## config.mk

```make
export PLATFORM = sky130hd
export DESIGN_NAME = hazard_controller
export DESIGN_NICKNAME = d
export VERILOG_FILES = /design/src/rtl/hazard_pkg.sv /design/src/rtl/hazard_sat_counter.sv /design/src/rtl/hazard_controller.sv
export SDC_FILE = /design/constraint.sdc
export NUM_CORES = 1
export LEC_CHECK = 0
export BUFFER_PORTS_ARGS = -buffer_cell sky130_fd_sc_hd__buf_4
export CORE_ASPECT_RATIO = 0.7
export CORE_UTILIZATION = 40
export CTS_BUF_LIST = sky130_fd_sc_hd__clkbuf_16
export DETAILED_ROUTE_END_ITERATION = 6
export GPL_TIMING_DRIVEN = 0
export PLACE_DENSITY = 0.74
export SLEW_MARGIN = 20
export SYNTH_ARGS = -nofsm -noshare
export SYNTH_HDL_FRONTEND = slang
export SYNTH_SLANG_ARGS = --single-unit
```

## constraint.sdc

```tcl
create_clock -name clk -period 3.6 [get_ports clk]
set_input_delay 0.72 -clock clk [delete_from_list [all_inputs] [get_ports clk]]
set_output_delay 0.72 -clock clk [all_outputs]
set_load 0.03 [all_outputs]
```

## src/rtl/hazard_pkg.sv

```systemverilog
// hazard_pkg: shared FSM states and constants for hazard_controller and its helpers
package hazard_pkg;
  typedef enum logic [1:0] {RUN, MEM_WAIT, ERROR} state_t;
  localparam int MEM_TIMEOUT_DEF = 16;
  localparam logic [4:0] REG_ZERO = 5'd0;
endpackage

```

## src/rtl/hazard_sat_counter.sv

```systemverilog
// hazard_sat_counter: CNT_W-bit saturating up-counter; ports clk, rst (sync clear), inc (enable), count
module hazard_sat_counter #(
  parameter int CNT_W = 32
) (
  input  logic             clk,
  input  logic             rst,
  input  logic             inc,
  output logic [CNT_W-1:0] count
);
  always_ff @(posedge clk)
    count <= rst ? '0 : (inc && !(&count)) ? count + 1'b1 : count;
endmodule

```

## src/rtl/hazard_controller.sv

```systemverilog
// hazard_controller: load-use/branch/mem-wait hazard control with timeout trap; in: clk rst id_ex_mem_read id_ex_rt if_id_rs if_id_rt if_id_uses_rt branch_taken mem_req mem_ack; out: freeze IF_Flush id_ex_bubble pipe_hold mem_timeout stall_cycles flush_count (counters live only with HAZARD_PERF_CNT_EN)
module hazard_controller import hazard_pkg::*; #(
  parameter int MEM_TIMEOUT = MEM_TIMEOUT_DEF,
  parameter int CNT_W = 32
) (
  input  logic             clk,
  input  logic             rst,
  input  logic             id_ex_mem_read,
  input  logic [4:0]       id_ex_rt,
  input  logic [4:0]       if_id_rs,
  input  logic [4:0]       if_id_rt,
  input  logic             if_id_uses_rt,
  input  logic             branch_taken,
  input  logic             mem_req,
  input  logic             mem_ack,
  output logic             freeze,
  output logic             IF_Flush,
  output logic             id_ex_bubble,
  output logic             pipe_hold,
  output logic             mem_timeout,
  output logic [CNT_W-1:0] stall_cycles,
  output logic [CNT_W-1:0] flush_count
);
  state_t state;
  logic [CNT_W-1:0] wait_cnt, wait_nxt;
  logic lu;
  assign lu = id_ex_mem_read && id_ex_rt != REG_ZERO &&
              (id_ex_rt == if_id_rs || (if_id_uses_rt && id_ex_rt == if_id_rt));
  assign wait_nxt = wait_cnt + 1'b1;
  assign pipe_hold = !rst && (state == ERROR ||
                     (!mem_ack && (state == MEM_WAIT || (state == RUN && mem_req))));
  assign freeze = pipe_hold || (!rst && lu);
  assign id_ex_bubble = !rst && !pipe_hold && lu;
  assign IF_Flush = !rst && !pipe_hold && !lu && branch_taken;
  assign mem_timeout = !rst && state == ERROR;
  always_ff @(posedge clk) begin
    if (rst) begin
      state <= RUN;
      wait_cnt <= '0;
    end else if (state == RUN && mem_req && !mem_ack) begin
      state <= MEM_WAIT;
      wait_cnt <= CNT_W'(1);
    end else if (state == MEM_WAIT && mem_ack) begin
      state <= RUN;
      wait_cnt <= '0;
    end else if (state == MEM_WAIT) begin
      state <= wait_nxt >= CNT_W'(MEM_TIMEOUT) ? ERROR : MEM_WAIT;
      wait_cnt <= wait_nxt;
    end
  end
`ifdef HAZARD_PERF_CNT_EN
  logic [CNT_W-1:0] st_q, fl_q;
  hazard_sat_counter #(.CNT_W(CNT_W)) u_stall (.clk(clk), .rst(rst), .inc(freeze), .count(st_q));
  hazard_sat_counter #(.CNT_W(CNT_W)) u_flush (.clk(clk), .rst(rst), .inc(IF_Flush), .count(fl_q));
  assign stall_cycles = rst ? '0 : st_q;
  assign flush_count = rst ? '0 : fl_q;
`else
  assign stall_cycles = '0;
  assign flush_count = '0;
`endif
endmodule

```

==> results of run 1 <==
-- power by group through the flow --
stage,combinational (uW),clock [uW],sequential [uW]
floorplan,177,0,388
global placement,209,0,389
detailed placement,211,0,389
CTS,211,409,381
global route,228,431,381
finish,213,403,381
-- area by class of cell --
cell class	count	share of cell area
buffer	82	0.173
clock buffer	5	0.0358
clock inverter	3	0.00322
inverter	2	0.00215
multi-input combinational	305	0.504
sequential	34	0.195
tap	94	0.0336
timing repair buffer	25	0.0537
-- worst min-delay path by stage --
stage                             start                        to  slack [ns]  cells past startpoint
3_3_place_gp   wait_cnt[1]$_SDFFE_PP0P_  wait_cnt[1]$_SDFFE_PP0P_        0.47                      2
6_report       wait_cnt[1]$_SDFFE_PP0P_  wait_cnt[1]$_SDFFE_PP0P_        0.50                      2
5_1_grt        wait_cnt[1]$_SDFFE_PP0P_  wait_cnt[1]$_SDFFE_PP0P_        0.53                      2
4_1_cts        wait_cnt[1]$_SDFFE_PP0P_  wait_cnt[1]$_SDFFE_PP0P_        0.50                      2
3_5_place_dp   wait_cnt[1]$_SDFFE_PP0P_  wait_cnt[1]$_SDFFE_PP0P_        0.50                      2
2_1_floorplan  wait_cnt[1]$_SDFFE_PP0P_  wait_cnt[1]$_SDFFE_PP0P_        0.47                      2
-- worst reg2reg max path, delay by kind of cell (launching register included) --
kind / cells / cell delay [ns]
simple gates: 6 / 1.70
flops: 1 / 0.38
fa+ha+maj: 1 / 0.21
xor+xnor: 1 / 0.15
compound gates: 1 / 0.07
-- kinds of logic after synthesis --
| group | Yosys count | synth area share |
|---|---|---|
| AOI/OAI and AO/OA | 35 | 0.0764 |
| xor gates and xnor gates | 50 | 0.155 |
| adders and majority gates | 1 | 0.00444 |
| buffers and inverters | 84 | 0.217 |
| DFF | 34 | 0.242 |
| muxes | 1 | 0.00355 |
| other | 1 | 0.00133 |
| and+or+nand+nor | 154 | 0.301 |
-- registers in the layout, indices dropped and copies added, names as in the netlist --
name and count:
state 2, wait_cnt 32
-- through the flow --
step / setup WS (ns) / total power [uW] / area [sq um] / hold WS (ns) / util
after CTS: 0.822 / 1000 / 3500 / 0.503 / 0.515
after detailed placement: 0.836 / 600 / 3360 / 0.496 / 0.495
final: 0.815 / 997 / 3500 / 0.497 / 0.515
after global routing: 0.677 / 1040 / 3500 / 0.534 / 0.515
after global placement: 0.802 / 598 / 3360 / 0.474 / 0.495
after floorplan: 0.703 / 565 / 3050 / 0.465 / -
-- layer usage --
layer  wire (um)  up-vias  track usage
met3         349        5       0.0356
met1        2910     1125        0.245
met2        2550       85        0.249
li1            -     1287            -
met5           0        -            0
met4          31        0       0.0317
-- layout by cell type (no fill, tap or decap), types with 8 or more instances in the layout --
master / netlist / layout
or3_1: 8 / 8
nor3_1: 10 / 10
o21ai_0: 10 / 10
xor2_1: 24 / 24
nand2_1: 21 / 21
buf_4: 65 / 90
clkbuf_1: 8 / 8
a21oi_1: 14 / 14
conb_1: 1 / 64
nand3_1: 16 / 16
xnor2_1: 26 / 26
nor2_1: 41 / 41
dfxtp_1: 34 / 34
and3_1: 11 / 11
nand4_1: 12 / 12
==> results.toml, run 1 <==
[floorplanning]
die_y_um = 72.2
die-area_sq_mm = 0.00739
core_area_sq_mm = 0.00679
start_util = 0.415
die_w_um = 102
pin_count = 91
rows = 25

[timing]
fmax_ghz = 0.359
setup_violations = 0
setup_tns_ns = 0
fin_crit_ns = 2.79
tightestPinTransition_ns = 0.674
finalCritPeriodShare = 0.774
drv_slew = 0
finalHoldViolations = 0
slew-limit-headroom = 0.549
fin_skew_ns = 0.00485
rsz0062_at_grt = "false"

[power]
seqPwrFrac = 0.382
power.switching_uw = 292
leakage_uw = 0.00155
clockPowerShare = 0.404
p_int_uw = 705
comb_power_share = 0.214
ir_worst_vdd_uv = 144
powerDensity_mw_per_mm2 = 285
switching_share = 0.293

[grt]
grt_pass1_wl_um = 9680
grtUsageTotal = 0.166
overflow = 0
grt_pass1_vias = 2102
grt_max_degree = 11
grt_antenna_before_repair = 0

[worst_setup_path]
worstPathArrival_ns = 2.07
crit_top_cell = "buf_4"
cp_num_cells = 8
rrSetupSlack_ns = 0.96
ff2ff_path_depth = 9
critPathBufInv = 2
crit_end = "IF_Flush"
reg2reg_to = "state[1]$_SDFFE_PP0P_"
cp-startpoint = "id_ex_rt[0]"
slowest_stage = "nor4_1"
end_kind = "output port"
critPathTopFamily = "simple AND/OR/NAND/NOR gates"
worst-setup-path-type = "in -> out"
cp-start-kind = "input pin"
timing.rr.start = "wait_cnt[0]$_SDFFE_PP0P_"
cpPeakStageDelay_ns = 0.29
crit_path_max_fanout = 3
cp.required_ns = 2.88
crit_chain = "buf_4 > xor2_1 > nor4_1 > nand3_1 > o31ai_1 > o211ai_1 > and4b_1 > buf_4"

[logic_synthesis]
synth-edff-count = 0
seq_area_frac_synth = 0.242
synth.most_common_cell = "buf_4"
yosysWarnings = 0
synth.distinct_cells = 46
yosys-top-cells-area = "dfxtp_1 (24%), buf_4 (17%), xnor2_1 (8.1%)"
avgSynthCellArea_sq_um = 7.83
yosysTopAreaCell = "dfxtp_1"
syn_area_sq_mm = 0.00282
synthArstFlopShare = 0
yosysTopAreaCellShare = 0.242
synthCells = 360
yosys-top-cells-count = "buf_4 (65), nor2_1 (41), dfxtp_1 (34)"
synth_seq_cells = 34
yosys_most_used_dff = "dfxtp_1"

[cts]
ctsLongestPathBuffers = 2
cts_sinks = 34
htree_levels = 2
cts_setup_buffers = 0
numCtsBuffers = 5
cts-resized-gates = 0
clk_pin_slew_ns = 0.05
cts-root-buf = "clkbuf_16"
hold_buffers = 0
insertion_delay_ns = 0.28
tritoncts = "done"

[cells_and_area]
nFillCells = 635
layout.cells.non_filler = 550
multi_input_area_sq_mm = 0.00176
drive_above_1_share = 0.263
regArea_sq_um = 681
num_antenna_cells = 0
fin_nets = 478
syn2layout_area_growth_pct = 24.1

[status]
status = "complete, no violations"

[routing]
routed_wl_um = 5840
vias = 2502
viasPerCell = 4.55
drtIter0Drc = 139
antenna_left = 0
drc = 0
first_pass_iters = 5
wl_per_cell_um = 10.6

[placed_design]
dp_hpwl_um = 4590
dp.cells = 542
gp_congestion = 0.860
port_buffers = 25

[run]
maxCapViolCount = 0

[hold_path]
holdCritPathClass = "reg -> reg"
Note: power is estimated with default switching activity, not from simulation.
==> run 2: changes to the inputs <==
--- a/config.mk
+++ b/config.mk
@@ -5,13 +5,14 @@
 export SDC_FILE = /design/constraint.sdc
 export NUM_CORES = 1
 export LEC_CHECK = 0
+export ABC_AREA = 1
 export BUFFER_PORTS_ARGS = -buffer_cell sky130_fd_sc_hd__buf_4
 export CORE_ASPECT_RATIO = 0.7
 export CORE_UTILIZATION = 40
 export CTS_BUF_LIST = sky130_fd_sc_hd__clkbuf_16
 export DETAILED_ROUTE_END_ITERATION = 6
 export GPL_TIMING_DRIVEN = 0
-export PLACE_DENSITY = 0.74
+export PLACE_DENSITY = 0.76
 export SLEW_MARGIN = 20
 export SYNTH_ARGS = -nofsm -noshare
 export SYNTH_HDL_FRONTEND = slang
==> constraint.sdc (replaced) <==
create_clock -name clk -period 2.35 [get_ports clk]
set_input_delay 0.47 -clock clk [delete_from_list [all_inputs] [get_ports clk]]
set_output_delay 0.47 -clock clk [all_outputs]
set_load 0.03 [all_outputs]
==> run 2 against run 1 <==
Synthesized cell count up 41%. Worst setup slack got worse by 0.65 ns. Clock skew grew 0.00069 ns. Critical path depth up 5. Combinational power rose to 2.5 times the previous value. Non-clock buffer count fell by 9. Sequential power increased by 71%.
==> results.toml, run 2 <==
[logic_synthesis]
yosysWarnings = 0
yosysTopAreaCellShare = 0.225
synthCells = 506
seq_area_frac_synth = 0.225
synthArstFlopShare = 0
yosys-top-cells-area = "dfxtp_1 (23%), buf_4 (16%), nand2_1 (16%)"
synth.most_common_cell = "nand2_1"
synth.distinct_cells = 34
synth-edff-count = 0
synth_seq_cells = 34
syn_area_sq_mm = 0.00302
yosysTopAreaCell = "dfxtp_1"
avgSynthCellArea_sq_um = 5.97
yosys_most_used_dff = "dfxtp_1"
yosys-top-cells-count = "nand2_1 (125), nor2_1 (71), buf_4 (64), inv_1 (64), dfxtp_1 (34)"

[grt]
grt_pass1_wl_um = 12800
grtUsageTotal = 0.206
grt_max_degree = 13
overflow = 0
grt_pass1_vias = 2646
grt_antenna_before_repair = 0

[cells_and_area]
post-route-util = 0.511
layout.cells.non_filler = 700
syn2layout_area_growth_pct = 23.9
final_area_sq_mm = 0.00374
largest_reg_flops = 32
regMostFlops = "wait_cnt"
num_antenna_cells = 0
largest_registers = "wait_cnt x32, state x2"
fin_nets = 624
drive_above_1_share = 0.206
mostFrequentLayoutCells = "nand2_1 (125), buf_4 (89), nor2_1 (70)"
final_common_cell = "nand2_1"

[timing]
finalCritPeriodShare = 0.929
fin_skew_ns = 0.00554
fin_crit_ns = 2.18
tightestPinTransition_ns = 0.713
slew-limit-headroom = 0.522
setup_tns_ns = 0
drv_slew = 0
finalHoldViolations = 0
fmax_ghz = 0.458
setup_violations = 0

[worst_setup_path]
end_kind = "flip-flop"
cp_num_cells = 13
timing.rr.start = "wait_cnt[1]$_SDFFE_PP0P_"
cp.required_ns = 2.57
crit_path_max_fanout = 5
critPathBufInv = 0
rrSetupSlack_ns = 0.17
crit_chain = "ha_2 > nand3_2 > nor2_1 > nand3_1 > nand2_1 > nand2_1 > nor2_1 > nand3_1 > nor2_1 > nand3_2 > nand2_1 > nand2_1 > a21oi_2"
ff2ff_path_depth = 13
crit_top_cell = "nand2_1"
reg2reg_to = "state[0]$_SDFFE_PP0P_"
cpPeakStageDelay_ns = 0.40
worst-setup-path-type = "reg -> reg"
worstPathArrival_ns = 2.40
slowest_stage = "dfxtp_1"
critPathTopFamily = "simple AND/OR/NAND/NOR gates"
cp-start-kind = "flip-flop"

[cts]
htree_levels = 2
numCtsBuffers = 5
ctsLongestPathBuffers = 2
tritoncts = "done"
insertion_delay_ns = 0.28
cts_sinks = 34
clk_pin_slew_ns = 0.06
cts-root-buf = "clkbuf_16"
hold_buffers = 0

[floorplanning]
die_y_um = 74.7
core_area_sq_mm = 0.00732
pin_count = 91
rows = 26
die-area_sq_mm = 0.00791
start_util = 0.413
die_w_um = 106

[routing]
first_pass_iters = 6
vias = 3218
drtIter0Drc = 302
viasPerCell = 4.60
drc = 0
antenna_left = 0
wl_per_cell_um = 11.5
routed_wl_um = 8070

[placed_design]
dp.cells = 692
dp_hpwl_um = 6510
gp_congestion = 0.999
placed_area_sq_mm = 0.00357
port_buffers = 25

[power]
ir_worst_vdd_uv = 388
powerDensity_mw_per_mm2 = 519
leakage_uw = 0.00194

[hold_path]
whs_endpoint = "state[1]$_SDFFE_PP0P_"
holdCritPathClass = "reg -> reg"
hold_start = "state[0]$_SDFFE_PP0P_"
holdPathStages = 2

[run]
maxCapViolCount = 0

[status]
status = "complete, no violations"
[run 2: cell types whose count changed after synthesis, moves of 16 or more]
cell | previous run | this run
nand2_1 | 21 | 125
nor2_1 | 41 | 71
xnor2_1 | 26 | 4
xor2_1 | 24 | 8
inv_1 | 2 | 64
[run 2: how the worst max path moves through the flow]
stage / slack [ns] / to / from
after global routing: -0.009 / state[0]$_SDFFE_PP0P_ / wait_cnt[1]$_SDFFE_PP0P_
after detailed placement: 0.23 / state[0]$_SDFFE_PP0P_ / wait_cnt[1]$_SDFFE_PP0P_
after global placement: 0.21 / state[0]$_SDFFE_PP0P_ / wait_cnt[1]$_SDFFE_PP0P_
after CTS: 0.07 / freeze / state[0]$_SDFFE_PP0P_
final: 0.17 / state[0]$_SDFFE_PP0P_ / wait_cnt[1]$_SDFFE_PP0P_
after floorplan: 0.28 / freeze / id_ex_rt[2]
[run 2: layout make-up]
class	count	area (sq um)
plain buffers	73	517
clock buffers	5	125
clock inverters	3	45.0
fillers	746	3580
inverters	68	255
multi-input cells	394	1810
flip-flops and latches	34	681
well taps	98	123
repair buffers	25	188
[run 2: metal layers]
layer,part of all wire,global-route usage,vias up
met5,0,0,-
met4,0.0064,0.0448,0
met3,0.096,0.0494,8
met2,0.42,0.317,150
met1,0.47,0.295,1417
li1,-,-,1643
[run 2: kinds of logic (layout without fill, tap and decap cells)]
| kind of cell | Yosys count | count (layout) | share of synthesized area |
|---|---|---|---|
| AND/OR/NAND/NOR | 249 | 249 | 0.359 |
| buffers and inverters | 141 | 174 | 0.255 |
| AO/OA/AOI/OAI | 68 | 68 | 0.121 |
| flip-flops | 34 | 34 | 0.225 |
| XOR/XNOR | 12 | 12 | 0.0348 |
| adder cells (fa/ha/maj) | 1 | 1 | 0.00414 |
| other | 1 | 64 | 0.00124 |
[run 2: power by group]
group / internal [uW] / switching [uW] / total [uW]
Combinational: 186 / 348 / 534
Clock: 500 / 256 / 756
Sequential: 612 / 40.5 / 653
Total: 1300 / 645 / 1940
[run 2: per-stage QoR]
step	setup slack (ns)	hold WS, ns	power [uW]
finish	0.166	0.492	1940
detailed placement	0.230	0.488	1190
global route	-0.00942	0.529	2020
floorplan	0.284	0.465	1080
global placement	0.211	0.479	1180
CTS	0.0676	0.496	1940
[run 2: timing repair]
action                     in CTS  in global routing
buffers inserted                0                  0
gates resized for setup         0                  2
setup endpoints to repair       0                  5
[run 2: tightest hold or removal path: stages, from the launching register on]
cell and delay [ns]:
dfxtp_1 0.33, nand2_1 0.07, a21oi_1 0.05
==> run 3: changes to the inputs <==
--- a/config.mk
+++ b/config.mk
@@ -12,8 +12,9 @@
 export CTS_BUF_LIST = sky130_fd_sc_hd__clkbuf_16
 export DETAILED_ROUTE_END_ITERATION = 6
 export GPL_TIMING_DRIVEN = 0
-export PLACE_DENSITY = 0.76
+export PLACE_DENSITY = 0.74
 export SLEW_MARGIN = 20
 export SYNTH_ARGS = -nofsm -noshare
 export SYNTH_HDL_FRONTEND = slang
+export SYNTH_HIERARCHICAL = 1
 export SYNTH_SLANG_ARGS = --single-unit
==> constraint.sdc (replaced) <==
create_clock -name clk -period 2.81 [get_ports clk]
set_input_delay 0.562 -clock clk [delete_from_list [all_inputs] [get_ports clk]]
set_output_delay 0.562 -clock clk [all_outputs]
set_load 0.03 [all_outputs]
==> run 3 against run 2 <==
Synthesized area stayed put. Clock skew is 0.0015 ns lower. Worst hold slack hardly changed. Register-to-register slack better by 0.35 ns. Synthesized cell count stayed put. Utilization is 0.51 points lower. Flip-flop and latch count stayed put. Total power is 22% lower. Sequential share of layout area is 0.18 points higher. Non-clock buffer count stayed put. Critical path type is now reg -> out.
==> results.toml, run 3 <==
[status]
status = "complete, no violations"

[power]
comb_power_share = 0.292
leakage_uw = 0.00194
seqPwrFrac = 0.359
clockPowerShare = 0.349
p_int_uw = 988
switching_share = 0.349
powerDensity_mw_per_mm2 = 409
power.switching_uw = 529
ir_worst_vdd_uv = 248

[logic_synthesis]
synthCells = 506
avgSynthCellArea_sq_um = 5.97
yosysTopAreaCellShare = 0.225
synth_seq_cells = 34
yosysWarnings = 6
yosys_most_used_dff = "dfxtp_1"
synth.most_common_cell = "nand2_1"
synth-edff-count = 0
syn_area_sq_mm = 0.00302
synthArstFlopShare = 0
seq_area_frac_synth = 0.225
yosys-top-cells-area = "dfxtp_1 (23%), buf_4 (16%), nand2_1 (16%)"
yosys-top-cells-count = "nand2_1 (125), nor2_1 (71), buf_4 (64), inv_1 (64), dfxtp_1 (34)"
yosysTopAreaCell = "dfxtp_1"
synth.distinct_cells = 34

[worst_setup_path]
cp-startpoint = "state[0]$_SDFFE_PP0P_"
cp-start-kind = "flip-flop"
slowest_stage = "nor2_1"
cp.required_ns = 2.25
worst-setup-path-type = "reg -> out"
crit_top_cell = "a21oi_1"
cpPeakStageDelay_ns = 0.38
worstPathArrival_ns = 1.82
timing.rr.start = "wait_cnt[1]$_SDFFE_PP0P_"
rrSetupSlack_ns = 0.52
ff2ff_path_depth = 13
crit_end = "freeze"
reg2reg_to = "state[0]$_SDFFE_PP0P_"
critPathBufInv = 3
end_kind = "output port"
cp_num_cells = 7
crit_chain = "inv_2 > nor2_1 > inv_2 > a21oi_1 > a21oi_1 > a21oi_1 > buf_4"
crit_path_max_fanout = 7
critPathTopFamily = "compound AO/OA/AOI/OAI gates"

[cells_and_area]
mostFrequentLayoutCells = "nand2_1 (125), buf_4 (89), nor2_1 (71)"
fin_nets = 624
regArea_sq_um = 681
final_area_sq_mm = 0.00371
num_antenna_cells = 0
multi_input_area_sq_mm = 0.00181
syn2layout_area_growth_pct = 22.6
largest_reg_flops = 32
drive_above_1_share = 0.199
nFillCells = 747
regMostFlops = "wait_cnt"
final_common_cell = "nand2_1"
largest_registers = "wait_cnt x32, state x2"

[routing]
viasPerCell = 4.59
first_pass_iters = 5
vias = 3216
routed_wl_um = 7860
antenna_left = 0
wl_per_cell_um = 11.2
drtIter0Drc = 220
drc = 0

[hold_path]
holdCritPathClass = "reg -> reg"
hold_start = "state[0]$_SDFFE_PP0P_"

[timing]
finalCritPeriodShare = 0.846
fin_crit_ns = 2.38
finalHoldViolations = 0
drv_slew = 0
rsz0062_at_grt = "false"
fin_skew_ns = 0.00405
fin_hold_ws_ns = 0.493
setup_tns_ns = 0
slew-limit-headroom = 0.516
setup_violations = 0
fmax_ghz = 0.421
tightestPinTransition_ns = 0.722

[cts]
cts-root-buf = "clkbuf_16"
ctsLongestPathBuffers = 2
hold_buffers = 0
cts_sinks = 34
cts-resized-gates = 0
tritoncts = "done"
cts_setup_buffers = 0
insertion_delay_ns = 0.28
htree_levels = 2
clk_pin_slew_ns = 0.06
numCtsBuffers = 5

[placed_design]
placed_area_sq_mm = 0.00357
gp_congestion = 0.955
dp_hpwl_um = 6420
port_buffers = 25

[grt]
grt_pass1_wl_um = 13100
grt_pass1_vias = 2719
grt_max_degree = 11
overflow = 0
grt_antenna_before_repair = 0
grtUsageTotal = 0.213

[run]
maxCapViolCount = 0

[floorplanning]
die_w_um = 106
start_util = 0.413
pin_count = 91
die-area_sq_mm = 0.00791
rows = 26
core_area_sq_mm = 0.00732
die_y_um = 74.7
## run 3: worst min-delay path by stage
stage	end	cells past startpoint
3_3_place_gp	state[1]$_SDFFE_PP0P_	2
6_report	state[1]$_SDFFE_PP0P_	2
4_1_cts	state[1]$_SDFFE_PP0P_	2
2_1_floorplan	state[1]$_SDFFE_PP0P_	2
5_1_grt	state[1]$_SDFFE_PP0P_	2
3_5_place_dp	state[1]$_SDFFE_PP0P_	2
## run 3: cells by family (layout without fill, tap and decap cells)
family	Yosys count	after routing	share of synthesized area
xor gates and xnor gates	12	12	0.0348
other	1	64	0.00124
and+or+nand+nor	249	249	0.359
buffers and inverters	141	174	0.255
adders and majority gates	1	1	0.00414
AOI/OAI and AO/OA	68	68	0.121
DFF	34	34	0.225
## run 3: area by class of cell
| cell class | count | area share |
|---|---|---|
| multi-input combinational | 394 | 0.487 |
| sequential | 34 | 0.184 |
| buffer | 73 | 0.139 |
| inverter | 68 | 0.0689 |
| timing repair buffer | 25 | 0.0506 |
| clock buffer | 5 | 0.0338 |
| tap | 98 | 0.0331 |
| clock inverter | 3 | 0.00338 |
## run 3: through the flow
step,total power [uW],setup slack [ns],std cells,util
after global placement,983,0.478,692,0.488
final,1520,0.432,700,0.506
after global routing,1590,0.250,700,0.506
after CTS,1520,0.440,700,0.506
after detailed placement,990,0.481,692,0.488
after floorplan,899,0.560,569,-
## run 3: routing by layer
layer	wire, um	global-route usage
met5	0	0
met2	3280	0.328
met1	3740	0.297
met4	91	0.0478
met3	749	0.0597
## run 3: power by group through the flow
stage | registers (uW) | clock network [uW] | logic [uW]
floorplan | 545 | 0 | 354
CTS | 544 | 538 | 437
global placement | 553 | 0 | 430
global route | 549 | 555 | 491
finish | 545 | 530 | 442
detailed placement | 554 | 0 | 436
## run 3: worst min-delay path, delay by kind of cell (launching register included)
family | cells | cell delay [ns]
and+or+nand+nor | 1 | 0.07
DFF | 1 | 0.33
AOI/OAI and AO/OA | 1 | 0.05
